`config.mk`:
```
export PLATFORM = sky130hd
export DESIGN_NAME = puzzle_state_engine_flat
export DESIGN_NICKNAME = d
export VERILOG_FILES = /design/src/rtl/puzzle_pkg.sv /design/src/rtl/puzzle_state_engine_if.sv /design/src/rtl/puzzle_route_log.sv /design/src/rtl/puzzle_state_engine.sv /design/src/flat_wrapper.sv
export SDC_FILE = /design/constraint.sdc
export NUM_CORES = 1
export LEC_CHECK = 0
export ABC_AREA = 1
export CAP_MARGIN = 20
export CORE_MARGIN = 2
export CORE_UTILIZATION = 57
export CTS_CLUSTER_SIZE = 28
export DETAILED_ROUTE_END_ITERATION = 7
export DONT_BUFFER_PORTS = 1
export PLACE_DENSITY = 0.75
export SYNTH_ARGS = -nofsm -noshare
export SYNTH_HDL_FRONTEND = slang
export SYNTH_SLANG_ARGS = --single-unit
```
`constraint.sdc`:
```
create_clock -name clk -period 11 [get_ports clk]
set_input_delay 1.65 -clock clk [delete_from_list [all_inputs] [get_ports clk]]
set_output_delay 1.65 -clock clk [all_outputs]
set_load 0.005 [all_outputs]
```
`src/rtl/puzzle_pkg.sv`:
```
// Shared types and helpers for the sliding-puzzle state engine.
// Move directions describe where the blank travels; route entries store dir+1.
package puzzle_pkg;

  typedef enum logic [1:0] {UP = 2'd0, DOWN = 2'd1, LEFT = 2'd2, RIGHT = 2'd3} dir_e;
  typedef enum logic [1:0] {IDLE = 2'd0, CHECK = 2'd1, APPLY = 2'd2} state_e;

  localparam int ROUTE_EMPTY = 0;

  typedef struct packed {
    logic        legal;
    logic [15:0] idx;
  } nbr_t;

  typedef struct packed {
    logic undo;
    dir_e dir;
  } req_t;

  function automatic dir_e inv_dir(dir_e d);
    return dir_e'(d ^ 2'd1);
  endfunction

  function automatic nbr_t nbr_idx(int unsigned pos, dir_e dir, int unsigned n);
    int unsigned row, col;
    nbr_t r;
    row     = pos / n;
    col     = pos % n;
    r.legal = 1'b1;
    r.idx   = 16'(pos);
    case (dir)
      UP:      if (row == 0)     r.legal = 1'b0; else r.idx = 16'(pos - n);
      DOWN:    if (row == n - 1) r.legal = 1'b0; else r.idx = 16'(pos + n);
      LEFT:    if (col == 0)     r.legal = 1'b0; else r.idx = 16'(pos - 1);
      default: if (col == n - 1) r.legal = 1'b0; else r.idx = 16'(pos + 1);
    endcase
    return r;
  endfunction

endpackage

```
`src/rtl/puzzle_state_engine_if.sv`:
```
// Host map bus plus move/undo handshake of the puzzle state engine.
interface puzzle_state_engine_if #(
  parameter int AW = 8,
  parameter int W  = 8
);
  logic [AW-1:0] host_addr;
  logic          host_we;
  logic [W-1:0]  host_din;
  logic [W-1:0]  host_dout;
  logic          move_valid;
  logic [1:0]    move_dir;
  logic          move_ready;
  logic          undo_valid;
  logic          move_done;
  logic          move_err;

  modport master (output host_addr, host_we, host_din, move_valid, move_dir, undo_valid,
                  input  host_dout, move_ready, move_done, move_err);
  modport slave  (input  host_addr, host_we, host_din, move_valid, move_dir, undo_valid,
                  output host_dout, move_ready, move_done, move_err);
endinterface

```
`src/rtl/puzzle_route_log.sv`:
```
// Route log: stack of applied directions (dir+1), count and sticky overflow.
module puzzle_route_log
  import puzzle_pkg::*;
#(
  parameter int R = 32,
  parameter int W = 8,
  localparam int CW  = $clog2(R + 1),
  localparam int RIW = (R > 1) ? $clog2(R) : 1
) (
  input  logic           clk,
  input  logic           rst,
  input  logic           clr_i,
  input  logic           push_i,
  input  logic [W-1:0]   push_val_i,
  input  logic           pop_i,
  input  logic [RIW-1:0] rd_idx_i,
  output logic [W-1:0]   rd_data_o,
  output logic [W-1:0]   top_o,
  output logic [CW-1:0]  cnt_o,
  output logic           ovf_o
);
  logic [R-1:0][W-1:0] ent_q, ent_d;
  logic [CW-1:0]       cnt_q, cnt_d;
  logic                ovf_q, ovf_d;
  logic [RIW-1:0]      wr_ptr, top_ptr;

  assign wr_ptr  = cnt_q[RIW-1:0];
  assign top_ptr = wr_ptr - RIW'(1);

  // clear beats a same-cycle append or pop
  always_comb begin
    ent_d = ent_q;
    cnt_d = cnt_q;
    ovf_d = ovf_q;
    if (clr_i) begin
      ent_d = {R{W'(ROUTE_EMPTY)}};
      cnt_d = '0;
      ovf_d = 1'b0;
    end else if (push_i) begin
      if (cnt_q == CW'(R)) ovf_d = 1'b1;
      else begin
        ent_d[wr_ptr] = push_val_i;
        cnt_d         = cnt_q + CW'(1);
      end
    end else if (pop_i && cnt_q != '0) begin
      ent_d[top_ptr] = W'(ROUTE_EMPTY);
      cnt_d          = cnt_q - CW'(1);
    end
  end

  always_ff @(posedge clk or posedge rst) begin
    if (rst) begin
      ent_q <= {R{W'(ROUTE_EMPTY)}};
      cnt_q <= '0;
      ovf_q <= 1'b0;
    end else begin
      ent_q <= ent_d;
      cnt_q <= cnt_d;
      ovf_q <= ovf_d;
    end
  end

  assign rd_data_o = ent_q[rd_idx_i];
  assign top_o     = ent_q[top_ptr];
  assign cnt_o     = cnt_q;
  assign ovf_o     = ovf_q;
endmodule

```
`src/rtl/puzzle_state_engine.sv`:
```
// NxN sliding-puzzle board with move engine, route log and solved flag.
// Optional PUZZLE_UNDO_EN: undo rewinds the last logged move; otherwise undo always errors.
module puzzle_state_engine
  import puzzle_pkg::*;
#(
  parameter int N          = 3,
  parameter int W          = 8,
  parameter int R          = 32,
  parameter int AW         = 8,
  parameter int ROUTE_BASE = 16,
  parameter logic [N*N*W-1:0] INIT_BOARD = 72'h00_08_07_01_05_03_04_06_02,
  parameter int INIT_BLANK = 8,
  localparam int NC  = N * N,
  localparam int IW  = $clog2(NC),
  localparam int CW  = $clog2(R + 1),
  localparam int RIW = (R > 1) ? $clog2(R) : 1
) (
  input  logic                  clk,
  input  logic                  rst,
  puzzle_state_engine_if.slave  bus,
  input  logic                  route_clr,
  output logic [IW-1:0]         blank_pos,
  output logic [CW-1:0]         route_cnt,
  output logic                  route_ovf,
  output logic                  solved
);
  if (NC > ROUTE_BASE || ROUTE_BASE + R > 2 ** AW) begin : g_bad_map
    $error("puzzle_state_engine: board and route regions do not fit the address map");
  end

  state_e               state_q, state_d;
  req_t                 req_q, req_d;
  logic [IW-1:0]        nbr_q, nbr_d, blank_q, blank_d;
  logic                 legal_q, legal_d, done_q, done_d, err_q, err_d, solved_q;
  logic [NC-1:0][W-1:0] board_q, board_d, goal;
  logic                 push, pop, ovf;
  logic [W-1:0]         top, rd_data;
  logic [CW-1:0]        cnt;
  logic                 is_cell, is_route, unused_bits;
  logic [IW-1:0]        cell_a;
  logic [RIW-1:0]       route_a;
  dir_e                 eff_dir;
  nbr_t                 nb;

  assign is_cell  = bus.host_addr < AW'(NC);
  assign is_route = ({1'b0, bus.host_addr} >= (AW+1)'(ROUTE_BASE)) &&
                    ({1'b0, bus.host_addr} <  (AW+1)'(ROUTE_BASE + R));
  assign cell_a   = bus.host_addr[IW-1:0];
  assign route_a  = RIW'(bus.host_addr - AW'(ROUTE_BASE));
  assign bus.host_dout = is_cell ? board_q[cell_a] : (is_route ? rd_data : '0);

  // an undo travels opposite to the direction stored on top of the log
  always_comb begin
    eff_dir = req_q.dir;
`ifdef PUZZLE_UNDO_EN
    if (req_q.undo) eff_dir = inv_dir(dir_e'(top[1:0] - 2'd1));
`endif
  end

  assign nb          = nbr_idx(32'(blank_q), eff_dir, N);
  assign unused_bits = ^{nb.idx, top};

  always_comb begin
    for (int k = 0; k < NC; k++) goal[k] = (k == NC - 1) ? '0 : W'(k + 1);
  end

  always_comb begin
    state_d = state_q;
    req_d   = req_q;
    nbr_d   = nbr_q;
    legal_d = legal_q;
    board_d = board_q;
    blank_d = blank_q;
    done_d  = 1'b0;
    err_d   = 1'b0;
    push    = 1'b0;
    pop     = 1'b0;
    case (state_q)
      IDLE: begin
        if (bus.host_we && is_cell) begin
          board_d[cell_a] = bus.host_din;
          if (bus.host_din == '0) blank_d = cell_a;
        end
        if (bus.undo_valid || bus.move_valid) begin
          req_d.undo = bus.undo_valid;
          req_d.dir  = dir_e'(bus.move_dir);
          state_d    = CHECK;
        end
      end
      CHECK: begin
        nbr_d   = IW'(nb.idx);
        legal_d = nb.legal;
        if (req_q.undo) begin
`ifdef PUZZLE_UNDO_EN
          legal_d = nb.legal && (cnt != '0);
`else
          legal_d = 1'b0;
`endif
        end
        state_d = APPLY;
      end
      APPLY: begin
        if (legal_q) begin
          board_d[blank_q] = board_q[nbr_q];
          board_d[nbr_q]   = '0;
          blank_d          = nbr_q;
          push             = !req_q.undo;
          pop              = req_q.undo;
        end
        done_d  = 1'b1;
        err_d   = !legal_q;
        state_d = IDLE;
      end
      default: state_d = IDLE;
    endcase
  end

  always_ff @(posedge clk or posedge rst) begin
    if (rst) begin
      state_q  <= IDLE;
      req_q    <= '0;
      nbr_q    <= '0;
      legal_q  <= 1'b0;
      board_q  <= INIT_BOARD;
      blank_q  <= IW'(INIT_BLANK);
      done_q   <= 1'b0;
      err_q    <= 1'b0;
      solved_q <= 1'b0;
    end else begin
      state_q  <= state_d;
      req_q    <= req_d;
      nbr_q    <= nbr_d;
      legal_q  <= legal_d;
      board_q  <= board_d;
      blank_q  <= blank_d;
      done_q   <= done_d;
      err_q    <= err_d;
      solved_q <= (board_q == goal);
    end
  end

  puzzle_route_log #(.R(R), .W(W)) u_log (
    .clk       (clk),
    .rst       (rst),
    .clr_i     (route_clr),
    .push_i    (push),
    .push_val_i(W'(req_q.dir) + W'(1)),
    .pop_i     (pop),
    .rd_idx_i  (route_a),
    .rd_data_o (rd_data),
    .top_o     (top),
    .cnt_o     (cnt),
    .ovf_o     (ovf)
  );

  assign bus.move_ready = (state_q == IDLE);
  assign bus.move_done  = done_q;
  assign bus.move_err   = err_q;
  assign blank_pos      = blank_q;
  assign route_cnt      = cnt;
  assign route_ovf      = ovf;
  assign solved         = solved_q;
endmodule

```
`src/flat_wrapper.sv`:
```
// flat-port wrapper written by rule: the top's interface ports become plain ports
module puzzle_state_engine_flat import puzzle_pkg::*;
#(
  parameter int N          = 3,
  parameter int W          = 8,
  parameter int R          = 32,
  parameter int AW         = 8,
  parameter int ROUTE_BASE = 16,
  parameter logic [N*N*W-1:0] INIT_BOARD = 72'h00_08_07_01_05_03_04_06_02,
  parameter int INIT_BLANK = 8,
  localparam int NC  = N * N,
  localparam int IW  = $clog2(NC),
  localparam int CW  = $clog2(R + 1),
  localparam int RIW = (R > 1) ? $clog2(R) : 1
)
  (clk, rst, route_clr, blank_pos, route_cnt, route_ovf, solved, bus_host_addr, bus_host_we, bus_host_din, bus_move_valid, bus_move_dir, bus_undo_valid, bus_host_dout, bus_move_ready, bus_move_done, bus_move_err);
  puzzle_state_engine_if #(.AW(AW), .W(W)) bus_i ();
  input  logic clk;
  input  logic rst;
  input  logic route_clr;
  output logic [IW-1:0] blank_pos;
  output logic [CW-1:0] route_cnt;
  output logic route_ovf;
  output logic solved;
  input wire logic [$bits(bus_i.host_addr)-1:0] bus_host_addr;
  input wire logic [$bits(bus_i.host_we)-1:0] bus_host_we;
  input wire logic [$bits(bus_i.host_din)-1:0] bus_host_din;
  input wire logic [$bits(bus_i.move_valid)-1:0] bus_move_valid;
  input wire logic [$bits(bus_i.move_dir)-1:0] bus_move_dir;
  input wire logic [$bits(bus_i.undo_valid)-1:0] bus_undo_valid;
  output wire logic [$bits(bus_i.host_dout)-1:0] bus_host_dout;
  output wire logic [$bits(bus_i.move_ready)-1:0] bus_move_ready;
  output wire logic [$bits(bus_i.move_done)-1:0] bus_move_done;
  output wire logic [$bits(bus_i.move_err)-1:0] bus_move_err;
  assign bus_i.host_addr = bus_host_addr;
  assign bus_i.host_we = bus_host_we;
  assign bus_i.host_din = bus_host_din;
  assign bus_i.move_valid = bus_move_valid;
  assign bus_i.move_dir = bus_move_dir;
  assign bus_i.undo_valid = bus_undo_valid;
  assign bus_host_dout = bus_i.host_dout;
  assign bus_move_ready = bus_i.move_ready;
  assign bus_move_done = bus_i.move_done;
  assign bus_move_err = bus_i.move_err;
  puzzle_state_engine #(.N(N), .W(W), .R(R), .AW(AW), .ROUTE_BASE(ROUTE_BASE), .INIT_BOARD(INIT_BOARD), .INIT_BLANK(INIT_BLANK)) u_core (.clk(clk), .rst(rst), .bus(bus_i), .route_clr(route_clr), .blank_pos(blank_pos), .route_cnt(route_cnt), .route_ovf(route_ovf), .solved(solved));
endmodule
```
==> results.cfg <==
[logic_synthesis]
synth_fp_nets = 2465
synth_edf_count = 0
netlist_top_cells_count = inv_1, dfrtp_1, nor2_1, nand2_1, o21ai_0
ys.warnings.count = 0
synth_area_um2 = 19000
synth_cells = 2423
avgSynthCellArea_um2 = 7.86
yosysSeqAreaShare_pct = 46.4
ys_top_cells_by_area = dfrtp_1, inv_1, nor2_1
synth_cell_types = 50
synthArstFlopShare_pct = 100
synth_ff_type = dfrtp_1
synth_top_area_cell = dfrtp_1
yosysMostFrequentCell = inv_1
yosysTopAreaCellShare_pct = 44.4
synth_seq_cells = 352

[sta]
max_freq_mhz = 166
grt_setup_unrepaired = no
setup_viol = 0
hold_viol_final = 0
timing.final.crit_share_pct = 54.7
tightest_slew_ns = 1.10
fin_skew_ns = 0.0259
slew_headroom_pct = 26.1
fin_crit_ns = 6.02
slew_violations = 0
tns_ns = 0

[floorplanning]
start_util_pct = 58.2
chipWidth_um = 187
dieArea_um2 = 34900
die_h_um = 187
pin_count = 47
num_rows = 66
core_um2 = 32700

[setup_path]
worstPathArrival_ns = 4.37
regToRegSetupSlack_ns = 6.33
cp-end-kind = output port
crit_required_ns = 9.35
start_kind = input port
crit_type = input port to output port
cp_max_fo = 45

[routing]
viasPerCell = 6.30
post-route-drc-count = 0
ant_nets = 0
route.vias.total = 18000
first_iter_violations = 2106
wl_per_cell_um = 21.9
dr.pass1.iters = 8
finalWirelength_um = 62600

[clock_network]
cts_tree = built
htree_num_levels = 2
post_cts_resized = 0
cts_sinks = 352
clock_latency_ns = 0.56
cts_max_path_buffers = 3
path_clk_slew_ns = 0.06
cts_hold_buf = 0
cts_buffers = 38
cts_root_buf = clkbuf_16
post-cts-setup-buffers = 0

[global_routing]
antenna_found_initial = 0
track_usage_pct = 35.9
grt_pass1_wl_um = 98300
grt_pass1_vias = 17100
grt_overflow = 0
grtUsageMet2_pct = 55.6
grt_most_used_layer = met2
grt_max_degree = 80
met1_usage_pct = 48.7
met3_usage_pct = 6.34

[final_layout]
final_util_pct = 63.0
area_growth_pct = 8.22
n_antenna_cell = 0
drive_gt1_share_pct = 6.12
nNetsFinal = 2432

[power_and_ir_drop]
power_density_nw_per_um2 = 250
cellLeakagePower_uw = 0.00865
ir_drop_v = 0.000140

[min_path]
min_path_type = register to register

[placement]
gp_congestion = 0.972
port_buffers = 0
hpwl_um = 42200

[job]
drv_cap = 0

[run_status]
status = completed
## power breakdown
group          leakage (uW)  switching (uW)  total [uW]  internal (uW)
registers           0.00471             218        1740           1520
logic               0.00338            1600        2210            603
clock network      0.000564             531        1200            674
## cell families (layout without fill, tap and decap cells)
group                    Yosys count  after routing  synth area share, %
AND/OR/NAND/NOR                  769            769                 17.2
adder cells (fa/ha/maj)           18             18                 1.22
flip-flops                       352            352                 46.4
buffers and inverters            528            524                 10.5
AO/OA/AOI/OAI                    748            748                 24.4
XOR/XNOR                           8              8                0.368
## cell usage in the layout (no fill, tap or decap), types with 7 or more instances in the layout
cell type and n:
a21oi_1 149, nor2_2 7, clkbuf_1 16, dfrtp_1 338, a31oi_1 76, inv_1 409, dfstp_2 14, ha_1 17
nor2_1 322, nand2_2 12, clkinv_2 8, nand2_1 310, o22ai_1 98, clkinv_1 8, nand4_1 52, o311ai_0 14
o211ai_1 37, inv_2 8, nand3_1 32, o21ai_0 225, o2111ai_1 34, o32ai_1 57, o21a_1 30, clkbuf_16 38
nor4_1 10, a32o_1 8, buf_4 28
## through the flow
stage	instance area [um^2]	hold slack, ns	power (uW)	cells	setup slack, ns
2_1_floorplan	19000	0.426	3190	2423	4.65
3_3_place_gp	19400	0.452	3850	2789	5.19
3_5_place_dp	19400	0.455	3890	2790	5.13
4_1_cts	20600	0.472	5090	2859	5.14
5_1_grt	20600	0.494	5420	2861	4.95
6_report	20600	0.472	5150	2861	4.98
## metal layers
layer  share of wire (%)  routed length [um]
met5                   0                   0
met3                 9.3                5810
met4                 5.5                3410
met1                  40               25100
met2                  45               28200
## final timing paths
kind | startpoint | endpoint | cells past startpoint
max | bus_host_addr[1] | bus_host_dout[5] | 9
min | u_core.u_log.ent_q[6] | u_core.u_log.ent_q[6] | 2
max reg2reg | u_core.blank_pos[2] | u_core.legal_q | 16
min reg2reg | u_core.u_log.ent_q[6] | u_core.u_log.ent_q[6] | 2
max in group asynchronous | rst | u_core.u_log.ent_q[100] | 3
min in group asynchronous | rst | u_core.u_log.ent_q[250] | 2
## critical path, stage by stage
cell      delay (ns)
inv_1           0.08
nor2_2          0.04
buf_4           0.28
clkinv_1        0.22
buf_4           0.53
o22ai_1         0.15
o311ai_0        0.84
nand4_1         0.19
a32o_1          0.33
## flip-flops by register name, summed over array words and instances, names as in the netlist
name                  flops
u_core.u_log.ent_q      256
u_core.board_q           72
u_core.u_log.cnt_o        6
u_core.blank_pos          4
u_core.nbr_q              4
u_core.eff_dir            2
u_core.state_q            2
u_core.bus.move_done      1
u_core.bus.move_err       1
u_core.legal_q            1
u_core.req_q              1
u_core.solved             1
u_core.u_log.ovf_o        1
## area by class of cell
type / count / area [um^2]
fillers: 2938 / 12100
flip-flops and latches: 352 / 8830
multi-input cells: 1543 / 8250
inverters: 426 / 1600
clock buffers: 58 / 1070
well taps: 442 / 553
repair buffers: 29 / 224
clock inverters: 11 / 83.8
No activity file was read; power rests on OpenSTA's default activity.
